## src/rtl/if_fetch.sv

```systemverilog
// Instruction fetch stage.
//
// Issues at most one instruction-memory request at a time. The returned word
// is presented to decode together with its own pc and the link value pc+4.
// A one-entry skid register catches a response that arrives while the output
// slot is full and not being consumed. A redirect (jmp_en) takes priority
// over every other event in the same cycle. A response already in flight
// when the redirect arrives is marked for discard, so stale code never
// reaches decode.
//
// Handshakes:
//   imem: a transfer happens on an edge where imem_req && imem_gnt. The
//         response comes back later as a single imem_rvalid pulse.
//   decode: the payload is handed over on an edge where if_valid && id_ready.
//           While if_valid && !id_ready the payload holds steady.
//   Neither handshake is blocked by stall. Stall only suppresses new requests.
module if_fetch #(
  parameter int              XLEN     = 32,
  parameter logic [XLEN-1:0] RESET_PC = '0
) (
  input  logic            clk,
  input  logic            rst,
  input  logic            jmp_en,
  input  logic [XLEN-1:0] jmp_target,
  input  logic            stall,
  output logic            imem_req,
  output logic [XLEN-1:0] imem_addr,
  input  logic            imem_gnt,
  input  logic            imem_rvalid,
  input  logic [31:0]     imem_rdata,
  output logic            if_valid,
  output logic [31:0]     if_inst,
  output logic [XLEN-1:0] if_pc_cur,
  output logic [XLEN-1:0] if_pc_next,
  input  logic            id_ready,
  output logic            flush_out,
  output logic [1:0]      dbg_state
);

  localparam logic [1:0] S_IDLE = 2'd0;
  localparam logic [1:0] S_REQ  = 2'd1;
  localparam logic [1:0] S_RESP = 2'd2;
  localparam logic [1:0] S_HOLD = 2'd3;

  localparam logic [XLEN-1:0] PC_STEP   = {{(XLEN-3){1'b0}}, 3'd4};
  localparam logic [XLEN-1:0] ALIGN_MSK = ~{{(XLEN-2){1'b0}}, 2'b11};

  logic [1:0]      state;
  logic [1:0]      state_nxt;

  logic [XLEN-1:0] pc;
  logic [XLEN-1:0] pc_req;
  logic            discard;

  logic            skid_valid;
  logic [31:0]     skid_inst;
  logic [XLEN-1:0] skid_pc;

  logic            slot_valid;
  logic [31:0]     slot_inst;
  logic [XLEN-1:0] slot_pc;
  logic [XLEN-1:0] slot_pc_next;
  logic            flush_q;

  // Per-cycle decisions decoded from the state.
  logic            grant;
  logic            consume;
  logic            resp_take;
  logic            slot_load_resp;
  logic            skid_load;
  logic            skid_drain;
  logic [XLEN-1:0] jmp_aligned;

  // Redirect target, always word aligned.
  assign jmp_aligned = jmp_target & ALIGN_MSK;

  // State register.
  always_ff @(posedge clk or posedge rst) begin
    if (rst) begin
      state <= S_IDLE;
    end else begin
      state <= state_nxt;
    end
  end

  // Next-state logic. A redirect steers every state, and where a request is
  // still in flight it leaves RESP waiting on that response with discard set.
  always_comb begin
    state_nxt = state;
    case (state)
      S_IDLE: begin
        state_nxt = S_REQ;
      end
      S_REQ: begin
        if (grant) begin
          state_nxt = S_RESP;
        end else begin
          state_nxt = S_REQ;
        end
      end
      S_RESP: begin
        if (imem_rvalid) begin
          if (skid_load) begin
            state_nxt = S_HOLD;
          end else begin
            state_nxt = S_REQ;
          end
        end else begin
          state_nxt = S_RESP;
        end
      end
      S_HOLD: begin
        if (jmp_en || consume) begin
          state_nxt = S_REQ;
        end else begin
          state_nxt = S_HOLD;
        end
      end
      default: begin
        state_nxt = S_IDLE;
      end
    endcase
  end

  // FSM outputs and per-cycle decisions.
  always_comb begin
    imem_req       = (state == S_REQ) && !stall;
    grant          = imem_req && imem_gnt;
    consume        = slot_valid && id_ready;
    resp_take      = (state == S_RESP) && imem_rvalid && !jmp_en && !discard;
    slot_load_resp = resp_take && (!slot_valid || id_ready);
    skid_load      = resp_take && slot_valid && !id_ready;
    skid_drain     = (state == S_HOLD) && skid_valid && consume && !jmp_en;
  end

  // Fetch pointer, the address of the request in flight, and the discard mark.
  always_ff @(posedge clk or posedge rst) begin
    if (rst) begin
      pc      <= RESET_PC;
      pc_req  <= '0;
      discard <= 1'b0;
    end else begin
      if (grant) begin
        pc_req <= pc;
      end
      if (jmp_en) begin
        pc      <= jmp_aligned;
        discard <= (grant) || ((state == S_RESP) && !imem_rvalid);
      end else begin
        if (grant) begin
          pc <= pc + PC_STEP;
        end
        if ((state == S_RESP) && imem_rvalid) begin
          discard <= 1'b0;
        end
      end
    end
  end

  // Skid register: fills when the slot is blocked, empties into the slot.
  always_ff @(posedge clk or posedge rst) begin
    if (rst) begin
      skid_valid <= 1'b0;
      skid_inst  <= '0;
      skid_pc    <= '0;
    end else if (jmp_en) begin
      skid_valid <= 1'b0;
    end else if (skid_load) begin
      skid_valid <= 1'b1;
      skid_inst  <= imem_rdata;
      skid_pc    <= pc_req;
    end else if (skid_drain) begin
      skid_valid <= 1'b0;
    end
  end

  // Output slot: loads from a fresh response or from the skid. It empties
  // once consumed, and a redirect empties it regardless of id_ready.
  always_ff @(posedge clk or posedge rst) begin
    if (rst) begin
      slot_valid   <= 1'b0;
      slot_inst    <= '0;
      slot_pc      <= '0;
      slot_pc_next <= '0;
    end else if (jmp_en) begin
      slot_valid <= 1'b0;
    end else if (slot_load_resp) begin
      slot_valid   <= 1'b1;
      slot_inst    <= imem_rdata;
      slot_pc      <= pc_req;
      slot_pc_next <= pc_req + PC_STEP;
    end else if (skid_drain) begin
      slot_valid   <= 1'b1;
      slot_inst    <= skid_inst;
      slot_pc      <= skid_pc;
      slot_pc_next <= skid_pc + PC_STEP;
    end else if (consume) begin
      slot_valid <= 1'b0;
    end
  end

  // Flush pulse: high for the single cycle after a redirect edge.
  always_ff @(posedge clk or posedge rst) begin
    if (rst) begin
      flush_q <= 1'b0;
    end else begin
      flush_q <= jmp_en;
    end
  end

  assign imem_addr  = pc;
  assign if_valid   = slot_valid;
  assign if_inst    = slot_inst;
  assign if_pc_cur  = slot_pc;
  assign if_pc_next = slot_pc_next;
  assign flush_out  = flush_q;
  assign dbg_state  = state;

endmodule

```

## config.mk

```make
export PLATFORM = sky130hd
export DESIGN_NAME = if_fetch
export DESIGN_NICKNAME = d
export VERILOG_FILES = /design/src/rtl/if_fetch.sv
export SDC_FILE = /design/constraint.sdc
export NUM_CORES = 1
export LEC_CHECK = 0
export CAP_MARGIN = 20
export CORE_MARGIN = 2
export CORE_UTILIZATION = 53
export CTS_CLUSTER_DIAMETER = 60
export CTS_CLUSTER_SIZE = 24
export DETAILED_ROUTE_END_ITERATION = 6
export MAX_ROUTING_LAYER = met4
export PLACE_DENSITY = 0.81
export SYNTH_ARGS = -nofsm -noshare
export SYNTH_HDL_FRONTEND = slang
export SYNTH_SLANG_ARGS = --single-unit
```

## constraint.sdc

```tcl
create_clock -name clk -period 9.79 [get_ports clk]
set_input_delay 1.4685 -clock clk [delete_from_list [all_inputs] [get_ports clk]]
set_output_delay 1.4685 -clock clk [all_outputs]
set_load 0.01 [all_outputs]
```

Word level (Yosys, flattened, before mapping)
Index checks and enable logic that the tools add are counted.
Word-level totals
  bits in writable memories: 0
  ROM bits: 0
  output and inout bits: 133
  memories: 0
  register bits after elaboration: 230
  bits in latches: 0
  input bits: 71
Cells by class
  mux-type cells: 22
  reductions and logical operators: 30
  bitwise logic cells: 1
  shift operators: 0
  divide/modulo/power cells: 0
  $add $sub $neg: 3
  magnitude comparators: 0
  equal/unequal tests: 3
  multipliers: 0
Operator list (count)
  2-to-1 mux 32 bit: 8
  adder 32 x 3 -> 32 bit, second input constant: 3
  logical AND 1 bit: 13
  2-to-1 mux 1 bit: 9
  2-to-1 mux 2 bit: 4
  case mux 2 bit (4 select lines): 1
  logical NOT 1 bit: 6
  nonzero test 2 bit: 3
  == test 2 bit, second input constant: 2
  AND reduction 2 bit: 2
  nonzero test 4 bit: 1
  logical OR 1 bit: 3
  nonzero test 3 bit: 1
  == test 2 x 1 -> 1 bit, second input constant: 1
  logical NOT 2 bit: 1
  NOT 1 bit: 1

Longest topological paths before layout
  depth after elaboration: 9
  gate-level depth with buffers: 17
  depth with buffers taken out: 11

Worst setup path after synthesis
No wires, ideal clock.
  path type: input to register
  start point: input port jmp_en
  end point: register slot_pc_next[20] (netlist: if_pc_next[20])
  data required time: 9.664 ns
  setup slack: 5.674 ns
  path buffers: 6
  cell stages on the path: 17
  setup time: 0.126 ns
  arrival: 3.990 ns
  path through: buf_4 > nor2b_2 > buf_4 > and3_4 > buf_8 > buf_4 > buf_2 > nand2_1 > nand2_1 > ha_1 > nand3_1 > nor3_1 > mux2i_1 > buf_6 > o21ai_0 > a21oi_1 > a221o_1
Between the ends
  word-level cells in the longest chain between the ends: 6
  elaborated cells on any way between the ends: 9
Ends and longest elaborated chain
  start: declaration: RTL line 23  | input logic jmp_en,
  logical NOT 1 bit: RTL line 130, 133
  logical AND 1 bit (2 in a row): RTL line 130  | resp_take = (state == S_RESP) && imem_rvalid && !jmp_en && !discard;
  logical AND 1 bit: RTL line 131  | slot_load_resp = resp_take && (!slot_valid || id_ready);
  nonzero test 2 bit (no line)
  AND reduction 2 bit (no line)
  end signal: assignment: RTL line 191  | slot_pc_next <= pc_req + PC_STEP;
  end signal: assignment: RTL line 196  | slot_pc_next <= skid_pc + PC_STEP;
  end: declaration: RTL line 62  | logic [XLEN-1:0] slot_pc_next;
Parallel ways exist; a longest one is shown, timed or not.
A chain may end at the register's enable or synchronous reset.

Final worst setup path
  start point: input port jmp_en
  end point: register slot_pc_next[14] (netlist: if_pc_next[14])
The elaborated chain is that of the path after synthesis.

==> results.json <==
{
  "ys_warn_count": 0,
  "total_leakage_power_uw": 0.00570,
  "initial_core_util": 0.536,
  "final.fill_count": 1563,
  "hold_class": "flop to flop",
  "fin_tns_setup_ns": 0,
  "end_kind": "flop",
  "ir_drop_v": 0.000111,
  "grt_usage": 0.265,
  "power.density_nw_per_um2": 218,
  "holdWs_ns": 0.483,
  "synthArstFlopShare": 1.00,
  "nets": 1313,
  "regArea_um2": 5510,
  "status": "finished, final reports clean",
  "ys.flop_type": "dfrtp_1",
  "syn_to_final_growth_pct": 25.4,
  "num_io_pins": 204,
  "io_buffer_count": 195,
  "drv_cap": 0,
  "coreArea_um2": 20100,
  "antenna_cells": 0,
  "first_iter_violations": 680,
  "yosysMostFrequentCell": "dfrtp_1",
  "die_height_um": 147,
  "die_x_um": 147,
  "clock_latency_ns": 0.51,
  "drv_slew": 0,
  "grt-ovfl-total": 0,
  "numCtsBuffers": 19,
  "fin_skew_ns": 0.0159,
  "clk_pin_slew_ns": 0.08,
  "synth_top_area_cell": "dfrtp_1",
  "cts-root-buf": "clkbuf_16",
  "cts_resized": 0,
  "cts_setup_buffers": 0,
  "globalplace.congestion": 0.951,
  "dp_hpwl_um": 18300,
  "vias": 8736,
  "ant_nets": 0,
  "multi_input_area_um2": 4880,
  "startpoint_type": "primary input",
  "cts_hold_buf": 0,
  "cp.arrival_ns": 5.32,
  "dieArea_um2": 21500,
  "crit_type": "primary input to flop",
  "rsz0062_at_grt": "false",
  "viasPerCell": 5.74,
  "min_period_over_period": 0.500,
  "ys_seq_area_frac": 0.511,
  "h-tree-depth": 1,
  "dr.pass1.iters": 6,
  "synth_area_um2": 10800,
  "routed_wl_um": 27700,
  "cts_buffer_depth": 3,
  "grt_max_degree": 111,
  "cts_tree": "done",
  "synth_cell_type_count": 64,
  "synth_edf_count": 0,
  "numClockSinks": 220,
  "ys_ff_latch": 220,
  "drc": 0,
  "timing.fmax_mhz": 204,
  "maxSlewHeadroom": 0.365,
  "synth.area.top_cells": "dfrtp_1 (51%), mux2_2 (9.4%), nand2_1 (7.1%), nor2_1 (3.1%), xnor2_1 (3.1%)",
  "first_global_vias": 8556,
  "synth_top_cell_area_share": 0.511,
  "hold_viol_final": 0,
  "synthTopCellsByCount": "dfrtp_1 (220), nand2_1 (204), mux2_2 (90)",
  "cp_max_fo": 64,
  "num_rows": 52,
  "finalSetupViolCount": 0,
  "antenna_found_initial": 0,
  "post_drt_wl_per_cell_um": 18.2,
  "fin_crit_ns": 4.89,
  "synthCells": 1087,
  "required_ns": 10.22,
  "tightest_slew_ns": 0.950,
  "avgSynthCellArea_um2": 9.91,
  "drive_above_1_share": 0.123,
  "grt_first_pass_wirelength_um": 45100
}
==> layer usage <==
| metal | up-vias | global-route usage | wire (µm) |
|---|---|---|---|
| met3 | 45 | 0.0384 | 2130 |
| met5 | - | - | 0 |
| li1 | 4088 | - | - |
| met4 | 0 | 0.0796 | 682 |
| met2 | 401 | 0.401 | 12500 |
| met1 | 4202 | 0.374 | 12400 |
==> sequential cells by signal, indices dropped and copies added (netlist names), 2 cells and up <==
register / count
if_inst: 32
skid_inst: 32
if_pc_cur: 30
if_pc_next: 30
imem_addr: 30
pc_req: 30
skid_pc: 30
dbg_state: 2
==> cells in the final DEF, fill, tap and decap left out, types with 3 or more instances in the layout <==
| cell type | n |
|---|---|
| inv_6 | 3 |
| and4_1 | 3 |
| o211ai_1 | 3 |
| mux2_2 | 90 |
| xor2_1 | 24 |
| mux2i_1 | 23 |
| o22ai_1 | 6 |
| clkbuf_16 | 19 |
| a31oi_1 | 53 |
| a22oi_1 | 6 |
| dfrtp_1 | 220 |
| a21oi_1 | 22 |
| xnor2_1 | 38 |
| nand3b_1 | 3 |
| nand2_1 | 204 |
| nand3_1 | 34 |
| buf_4 | 9 |
| clkdlybuf4s50_1 | 194 |
| and2_1 | 3 |
| clkinv_8 | 5 |
| inv_1 | 12 |
| nand2b_1 | 4 |
| o21ai_0 | 59 |
| nand4_1 | 34 |
| nor4_1 | 13 |
| nor3_1 | 12 |
| conb_1 | 6 |
| or3_1 | 4 |
| a211oi_1 | 3 |
| nor2_1 | 89 |
| and3_1 | 8 |
==> path summary, 6_finish.rpt <==
path	start	endpoint	slack, ns	cells past startpoint
max	jmp_en	if_pc_next[14]	4.90	13
max reg2reg	dbg_state[1]	if_pc_next[14]	5.85	12
min	if_pc_next[19]	if_pc_next[19]	0.48	2
min reg2reg	if_pc_next[19]	if_pc_next[19]	0.48	2
min in group asynchronous	rst	if_inst[20]	1.51	2
max in group asynchronous	rst	skid_pc[27]	6.33	4
==> cell families (layout without fill, tap and decap cells) <==
group / count (synthesis) / count (layout) / share of synthesized area
flip-flops: 220 / 220 / 0.511
other: 1 / 6 / 0.000348
adder cells (fa/ha/maj): 2 / 2 / 0.00232
buffers and inverters: 91 / 252 / 0.0404
XOR/XNOR: 62 / 62 / 0.0504
AO/OA/AOI/OAI: 169 / 169 / 0.0961
AND/OR/NAND/NOR: 428 / 428 / 0.182
multiplexers: 114 / 114 / 0.117
==> report_power, final <==
part | switching, µW | internal, µW | total [µW] | leakage [µW]
sequential | 211 | 1120 | 1330 | 0.00283
combinational | 328 | 468 | 796 | 0.00255
clock | 398 | 414 | 812 | 0.000324
total | 937 | 2000 | 2940 | 0.00570
==> area by class of cell <==
type	instances	share of cell area
Sequential cell	220	0.408
Multi-Input combinational cell	781	0.361
Timing Repair Buffer	205	0.151
Clock buffer	19	0.0352
Tap cell	270	0.0250
Clock inverter	15	0.0155
Inverter	13	0.00417
==> through the flow <==
stage / total power [µW] / util / instance area [µm²] / setup WS [ns] / std cells
floorplan: 1660 / - / 10800 / 2.30 / 1092
global placement: 2120 / 0.636 / 12800 / 4.22 / 1488
detailed placement: 2150 / 0.636 / 12800 / 4.12 / 1488
CTS: 2960 / 0.670 / 13500 / 4.64 / 1522
global route: 3080 / 0.672 / 13500 / 4.76 / 1523
finish: 2940 / 0.672 / 13500 / 4.90 / 1523
==> critical path, cell delays in order <==
cell and delay (ns):
buf_2 0.40, nor2b_2 0.44, and3_4 0.58, nand2_1 0.15
nand2_1 0.09, ha_1 0.23, nand3_1 0.18, nor3_1 0.68
mux2i_1 0.15, buf_4 0.24, or3_1 0.36, a31o_1 0.21
mux2i_1 0.12
No activity file was read; power rests on OpenSTA's default activity.
